File: src/rtl/slew_capture.sv
// Receive end of the time-multiplexed slew/setpoint stream: demuxes 2^aw-word frames
// into a ping-pong RAM with a stable host readback bank. SLEW_CAPTURE_CNT_EN adds frame_cnt_o.
module slew_capture #(
  parameter int dw = 18,
  parameter int aw = 3
) (
  input  logic                 clk_i,
  input  logic                 rst_i,
  input  logic                 stb_i,
  input  logic                 first_i,
  input  logic signed [dw-1:0] din_i,
  input  logic                 freeze_i,
  input  logic                 err_clr_i,
  input  logic        [aw-1:0] h_addr_i,
  output logic signed [dw-1:0] h_data_o,
  output logic                 done_o,
  output logic                 err_o,
  output logic        [15:0]   frame_cnt_o
);
  localparam int N = 1 << aw;

  typedef enum logic {IDLE, FILL} state_t;

  state_t               state_q;
  logic [aw-1:0]        idx_q;
  logic                 bank_q;
  logic                 done_q;
  logic                 err_q;
  logic signed [dw-1:0] h_data_q;
  logic signed [dw-1:0] mem_q [2**(aw+1)];

  logic          we_d;
  logic [aw-1:0] waddr_d;
  logic          last_d;
  logic          publish_d;
  logic          err_set_d;

  // A first word always lands at index 0, whether it opens or restarts a frame.
  always_comb begin
    we_d      = stb_i & (first_i | (state_q == FILL)) & ~rst_i;
    waddr_d   = first_i ? '0 : idx_q;
    last_d    = (state_q == FILL) & stb_i & ~first_i & (idx_q == aw'(N - 1));
    publish_d = last_d & ~freeze_i;
    err_set_d = stb_i & ((state_q == IDLE) ? ~first_i : first_i);
  end

  // Capture always fills the back bank; the host only ever reads the front one.
  always_ff @(posedge clk_i) begin
    if (we_d) mem_q[{~bank_q, waddr_d}] <= din_i;
  end

  always_ff @(posedge clk_i) begin
    if (rst_i) begin
      state_q  <= IDLE;
      idx_q    <= '0;
      bank_q   <= 1'b0;
      done_q   <= 1'b0;
      err_q    <= 1'b0;
      h_data_q <= '0;
    end else begin
      h_data_q <= mem_q[{bank_q, h_addr_i}];
      done_q   <= publish_d;
      if (publish_d) bank_q <= ~bank_q;
      if (err_clr_i)      err_q <= 1'b0;
      else if (err_set_d) err_q <= 1'b1;
      case (state_q)
        IDLE: if (stb_i && first_i) begin
          idx_q   <= aw'(1);
          state_q <= FILL;
        end
        FILL: if (stb_i) begin
          if (first_i) idx_q <= aw'(1);
          else if (last_d) begin
            idx_q   <= '0;
            state_q <= IDLE;
          end else idx_q <= idx_q + aw'(1);
        end
        default: state_q <= IDLE;
      endcase
    end
  end

`ifdef SLEW_CAPTURE_CNT_EN
  logic [15:0] cnt_q;
  always_ff @(posedge clk_i) begin
    if (rst_i)          cnt_q <= '0;
    else if (publish_d) cnt_q <= cnt_q + 16'd1;
  end
  assign frame_cnt_o = cnt_q;
`else
  assign frame_cnt_o = '0;
`endif

  assign h_data_o = h_data_q;
  assign done_o   = done_q;
  assign err_o    = err_q;

endmodule

File: config.mk
export PLATFORM = sky130hd
export DESIGN_NAME = slew_capture
export DESIGN_NICKNAME = d
export VERILOG_FILES = /design/src/rtl/slew_capture.sv
export SDC_FILE = /design/constraint.sdc
export NUM_CORES = 1
export LEC_CHECK = 0
export BUFFER_PORTS_ARGS = -buffer_cell sky130_fd_sc_hd__buf_2
export CAP_MARGIN = 15
export CORE_MARGIN = 2
export CORE_UTILIZATION = 32
export DETAILED_ROUTE_END_ITERATION = 10
export GPL_ROUTABILITY_DRIVEN = 0
export HOLD_SLACK_MARGIN = 0.08
export PLACE_DENSITY_LB_ADDON = 0.05
export SKIP_CTS_REPAIR_TIMING = 1
export SLEW_MARGIN = 20
export SYNTH_ARGS = -nofsm -noshare
export SYNTH_HDL_FRONTEND = slang
export SYNTH_SLANG_ARGS = --single-unit
File: constraint.sdc
create_clock -name clk_i -period 3.8 [get_ports clk_i]
set_input_delay 0.57 -clock clk_i [delete_from_list [all_inputs] [get_ports clk_i]]
set_output_delay 0.57 -clock clk_i [all_outputs]
set_load 0.005 [all_outputs]
Word-level counts from Yosys, hierarchy flattened. Memory sizes are Yosys's and may differ from the RTL's. A register that Yosys moved wholly into a read port is not among the register bits. Index checks and enable logic that the tools add are counted.

Register bits: 7. RAM bits: 288. Input port bits: 27. Output and inout bits: 36. Logic and storage cells: 40. Memories kept: 1.

Add/sub/neg operators: 1. Equality and inequality tests: 3. Mux-type cells: 14. Bitwise gates (word level): 13. Reductions and logical operators: 3.

Memories: mem_q (depth 16, bits a word 18, read ports 1, clocked after memory_dff 1, write ports 1, line 30) `logic signed [dw-1:0] mem_q [2**(aw+1)];`.

Operator list (number): $mux W3 (5); $and A1 B1 Y1 (7); $mux W1 (7); $pmux W3 S2 (1); $not A1 Y1 (5); $add A3 B1 Y3 const B (1); $eq A3 B3 Y1 const B (1); $ne A2 B1 Y1 const B (1); $ne A2 B2 Y1 const B (1); $pmux W1 S2 (1); $reduce_and A2 Y1 (1); $reduce_or A2 Y1 (1); $logic_and A1 B1 Y1 (1); $or A1 B1 Y1 (1).

Longest topological paths before layout.
Depth after elaboration: 7. Depth in mapped cells: 7. Gate-level depth less buffers: 6.

Worst setup path after synthesis. Ideal clock, no wire load.

Kind: input port to flip-flop. Start point: input port first_i. End point: memory mem_q[8][0], enable pin. Library setup time: 393 ps. Arrival: 2673 ps. Required time: 3407 ps. Slack: 735 ps. Cell stages on the path: 6. Buffers on the path: 1. Path through: clkbuf_1 > inv_1 > ha_1 > or3b_4 > or3_4 > nor2_1.

Longest elaborated chain between the ends: 5. Elaborated cells between the ends (all ways): 6. Those cells by class: mux: 3; bitwise: 3.

Ends and longest elaborated chain: start, declared (line 10) `input logic first_i,`; $or A1 B1 Y1 (line 40) `we_d = stb_i & (first_i | (state_q == FILL)) & ~rst_i;`; $and A1 B1 Y1 (2 in a row) (line 40); $mux W1 (line 49) `if (we_d) mem_q[{~bank_q, waddr_d}] <= din_i;`; $mux W1 (not written as such) (line 49); end, declared (line 30).

Several ways; a longest one is shown, not always the timed one.

Final worst setup path.
Start point: register state_q. End point: memory mem_q[13][2], enable pin.

Longest elaborated chain between the ends: 5.

Ends and longest elaborated chain: start, declared (line 24) `state_t state_q;`; start signal, assigned (line 54) `state_q <= IDLE;`; start signal, assigned (line 69) `state_q <= FILL;`; start signal, assigned (line 75) `state_q <= IDLE;`; $or A1 B1 Y1 (line 40); $and A1 B1 Y1 (2 in a row) (line 40); $mux W1 (line 49); $mux W1 (not written as such) (line 49).

Every way passes these cells.

==> results.yml <==
power_and_ir_drop:
  switchingPower_uw: 1577
  p_per_area_nw_per_um2: 520.1
  irDropWorstVdd_mv: 0.2652
  seqPwrFrac_pct: 51.9
  netSwitchingFraction_pct: 21.59
  p_leak_uw: 0.004914
  share_comb_of_total_power_pct: 4.8
  p_clk_share_pct: 43.3
  internal_power_uw: 5728
grt:
  grt_pass1_vias: 6458
  grt_pass1_wl_um: 45310
  grt_max_degree: 54
  antenna_found_initial: 1
  grt.total_usage_pct: 16.39
  gr-total-overflow: 0
yosys:
  yosys-top-cells-area: "edfxtp_1 72%, mux2i_1 9.3%, dfxtp_1 4.1%"
  syn_area_per_cell_um2: 17.76
  synth_seq_area_share_pct: 75.64
  yosysMostFrequentCell: "edfxtp_1"
  synth_seq_cells: 313
  netlist.area_leader.share_pct: 71.50
  synth_area_um2: 12100
  ys_types: 31
  synth-edff-count: 288
  yosys_warnings: 0
  syn_inst: 681
  yosys.area.top_type: "edfxtp_1"
  synth_common_cells: "288 x edfxtp_1, 112 x mux2i_1, 55 x a22oi_1"
  ys.flop_type: "edfxtp_1"
  async_flop_share_pct: 0
setup_path:
  start_kind: "flip-flop"
  crit_end: "mem_q[13][2]$_DFFE_PP_"
  rr_endpoint: "mem_q[13][2]$_DFFE_PP_"
  critical_path_class: "flip-flop to flip-flop"
  path_delay_family: "simple AND/OR/NAND/NOR gates"
  end_kind: "flip-flop"
  arrival_ns: 2.66
  reg2reg_setup_slack_ns: 1.35
  rr_startpoint: "state_q$_SDFF_PP0_"
  cp_data_required_time_ns: 4.01
  cp_slowest_cell: "nor2_2"
  critPathMaxStageDelay_ns: 0.45
  path_cells: "inv_1 -> ha_1 -> or3b_4 -> nor2_1 -> nand2_1 -> nor2_2 -> buf_4"
  path_depth: 7
  critPathLaunch: "state_q$_SDFF_PP0_"
  crit_fanout: 12
  path_buf_inv: 2
  reg2reg_depth: 7
clock_network:
  clk_latency_ns: 0.52
  cts_buffers: 36
  path_clk_slew_ns: 0.05
  ctsHtreeMaxLevel: 2
  cts_tree: "yes"
  cts_root_buf: "clkbuf_16"
  cts_max_path_buffers: 3
  clock_sinks: 313
drt:
  drt_pass1_iterations: 5
  ant_nets: 0
  wire_per_inst_um: 24.17
  post_drt_via_cell_ratio: 4.742
  remaining_drc_errors: 0
  drt_iter0_markers: 471
  routed_wl_um: 31400
  vias: 6160
finish:
  diodes: 0
  area_delta_synth_final_pct: 16.14
  fillCellCount: 3458
  nets: 792
  drive_above_1_share_pct: 21.07
  multi_input_area_um2: 2661
  seqCellArea_um2: 9149
die:
  core_region_area_um2: 37400
  dieArea_um2: 39370
  fp.dieW_um: 198.4
  initial_core_util_pct: 32.34
  ios: 63
  rows: 71
  die_h_um: 198.4
placement:
  post-place-ws_ns: 0.9032
  hpwl_um: 20120
  io_buffers: 46
min_path:
  holdPathStages: 2
  min_path_type: "input port to flip-flop"
sta:
  fin_setup_tns_ns: 0
  relSlewSlack_pct: 38.49
  final-hold-violation-count: 0
  min_period_ns: 2.451
  finalWorstSetupSlack_ns: 1.349
  setup_viol: 0
  max_freq_mhz: 408.0
  fin_worst_skew_ns: 0.02117
  fin_crit_sh_pct: 64.50
  worst_slew_pin_slew_ns: 0.9216
  rsz0062_at_grt: "no"
  drv_slew: 0
outcome:
  status: "finished, final reports clean"
run:
  drv_cap: 0
[power groups by stage]
stage | combinational, uW | sequential (uW) | clock (uW)
after global placement | 357 | 3860 | 0
after detailed placement | 357 | 3870 | 0
after CTS | 358 | 3790 | 3250
final | 347 | 3790 | 3160
after global routing | 383 | 3790 | 3390
after floorplan | 201 | 3870 | 0
[layer usage]
layer  routed length (um)  up-vias  GRT usage, %
li1                     -     2803             -
met5                    0        -             0
met2                14880      149         26.94
met1                14480     3167         22.35
met4                  500        0         3.980
met3                 1535       41         3.340
[area by class of cell]
| class | instances | area share (%) |
|---|---|---|
| flip-flops and latches | 313 | 65.13 |
| repair buffers | 80 | 3.590 |
| clock buffers | 47 | 7.010 |
| multi-input cells | 327 | 18.95 |
| inverters | 4 | 0.1069 |
| clock inverters | 17 | 0.6680 |
| well taps | 511 | 4.552 |
[state kept, by name, summed over array words and instances (netlist names)]
| signal | flops |
|---|---|
| bank_q | 1 |
| done_o | 1 |
| err_o | 1 |
| h_data_o | 18 |
| idx_q | 3 |
| mem_q | 288 |
| state_q | 1 |
[placed cells by master (no fill, tap or decap), types with 2 or more instances in the layout]
cell type and n:
nand2b_1 11, edfxtp_1 288, nor2_2 18, o21ai_0 2, nor2_1 11, a21oi_1 5, clkinv_1 7, buf_2 45
nand2_1 27, ha_1 3, o211ai_1 6, clkinv_2 7, mux4_2 16, nor2b_1 2, a22oi_1 55, inv_1 4
buf_4 33, o21ai_1 15, dfxtp_1 25, mux2i_1 112, clkbuf_1 9, nor3_1 2, nand3_1 17, clkbuf_16 38
conb_1 16
[logic make-up (layout without fill, tap and decap cells)]
family                     after synthesis  after routing  share of synthesized area, %
DFF                                    313            313                         75.64
other                                    1             16                       0.03100
AOI/OAI and AO/OA                       84             84                         4.769
and+or+nand+nor                         95             95                         3.652
adders and majority gates                3              3                        0.3104
buffers and inverters                   56            148                         3.279
xor gates and xnor gates                 1              1                       0.07242
muxes                                  128            128                         12.25
[how the worst min path moves through the flow]
stage | start | end
after global routing | err_clr_i | err_o$_SDFFE_PP0P_
after global placement | err_o$_SDFFE_PP0P_ | err_o$_SDFFE_PP0P_
after detailed placement | err_o$_SDFFE_PP0P_ | err_o$_SDFFE_PP0P_
final | err_clr_i | err_o$_SDFFE_PP0P_
after floorplan | err_o$_SDFFE_PP0P_ | err_o$_SDFFE_PP0P_
after CTS | err_clr_i | err_o$_SDFFE_PP0P_
[per-stage QoR]
step                cell area [um^2]  util [%]  cells  power, uW  hold slack, ns
finish                         14050     37.56   1299       7305          0.2180
global placement               12970     34.68   1235       4221          0.5083
global route                   14050     37.56   1299       7566          0.2239
floorplan                      12150         -    696       4067          0.4961
detailed placement             12970     34.68   1235       4222          0.4953
CTS                            14050     37.56   1299       7406          0.1954
(Power assumes the default switching activity.)
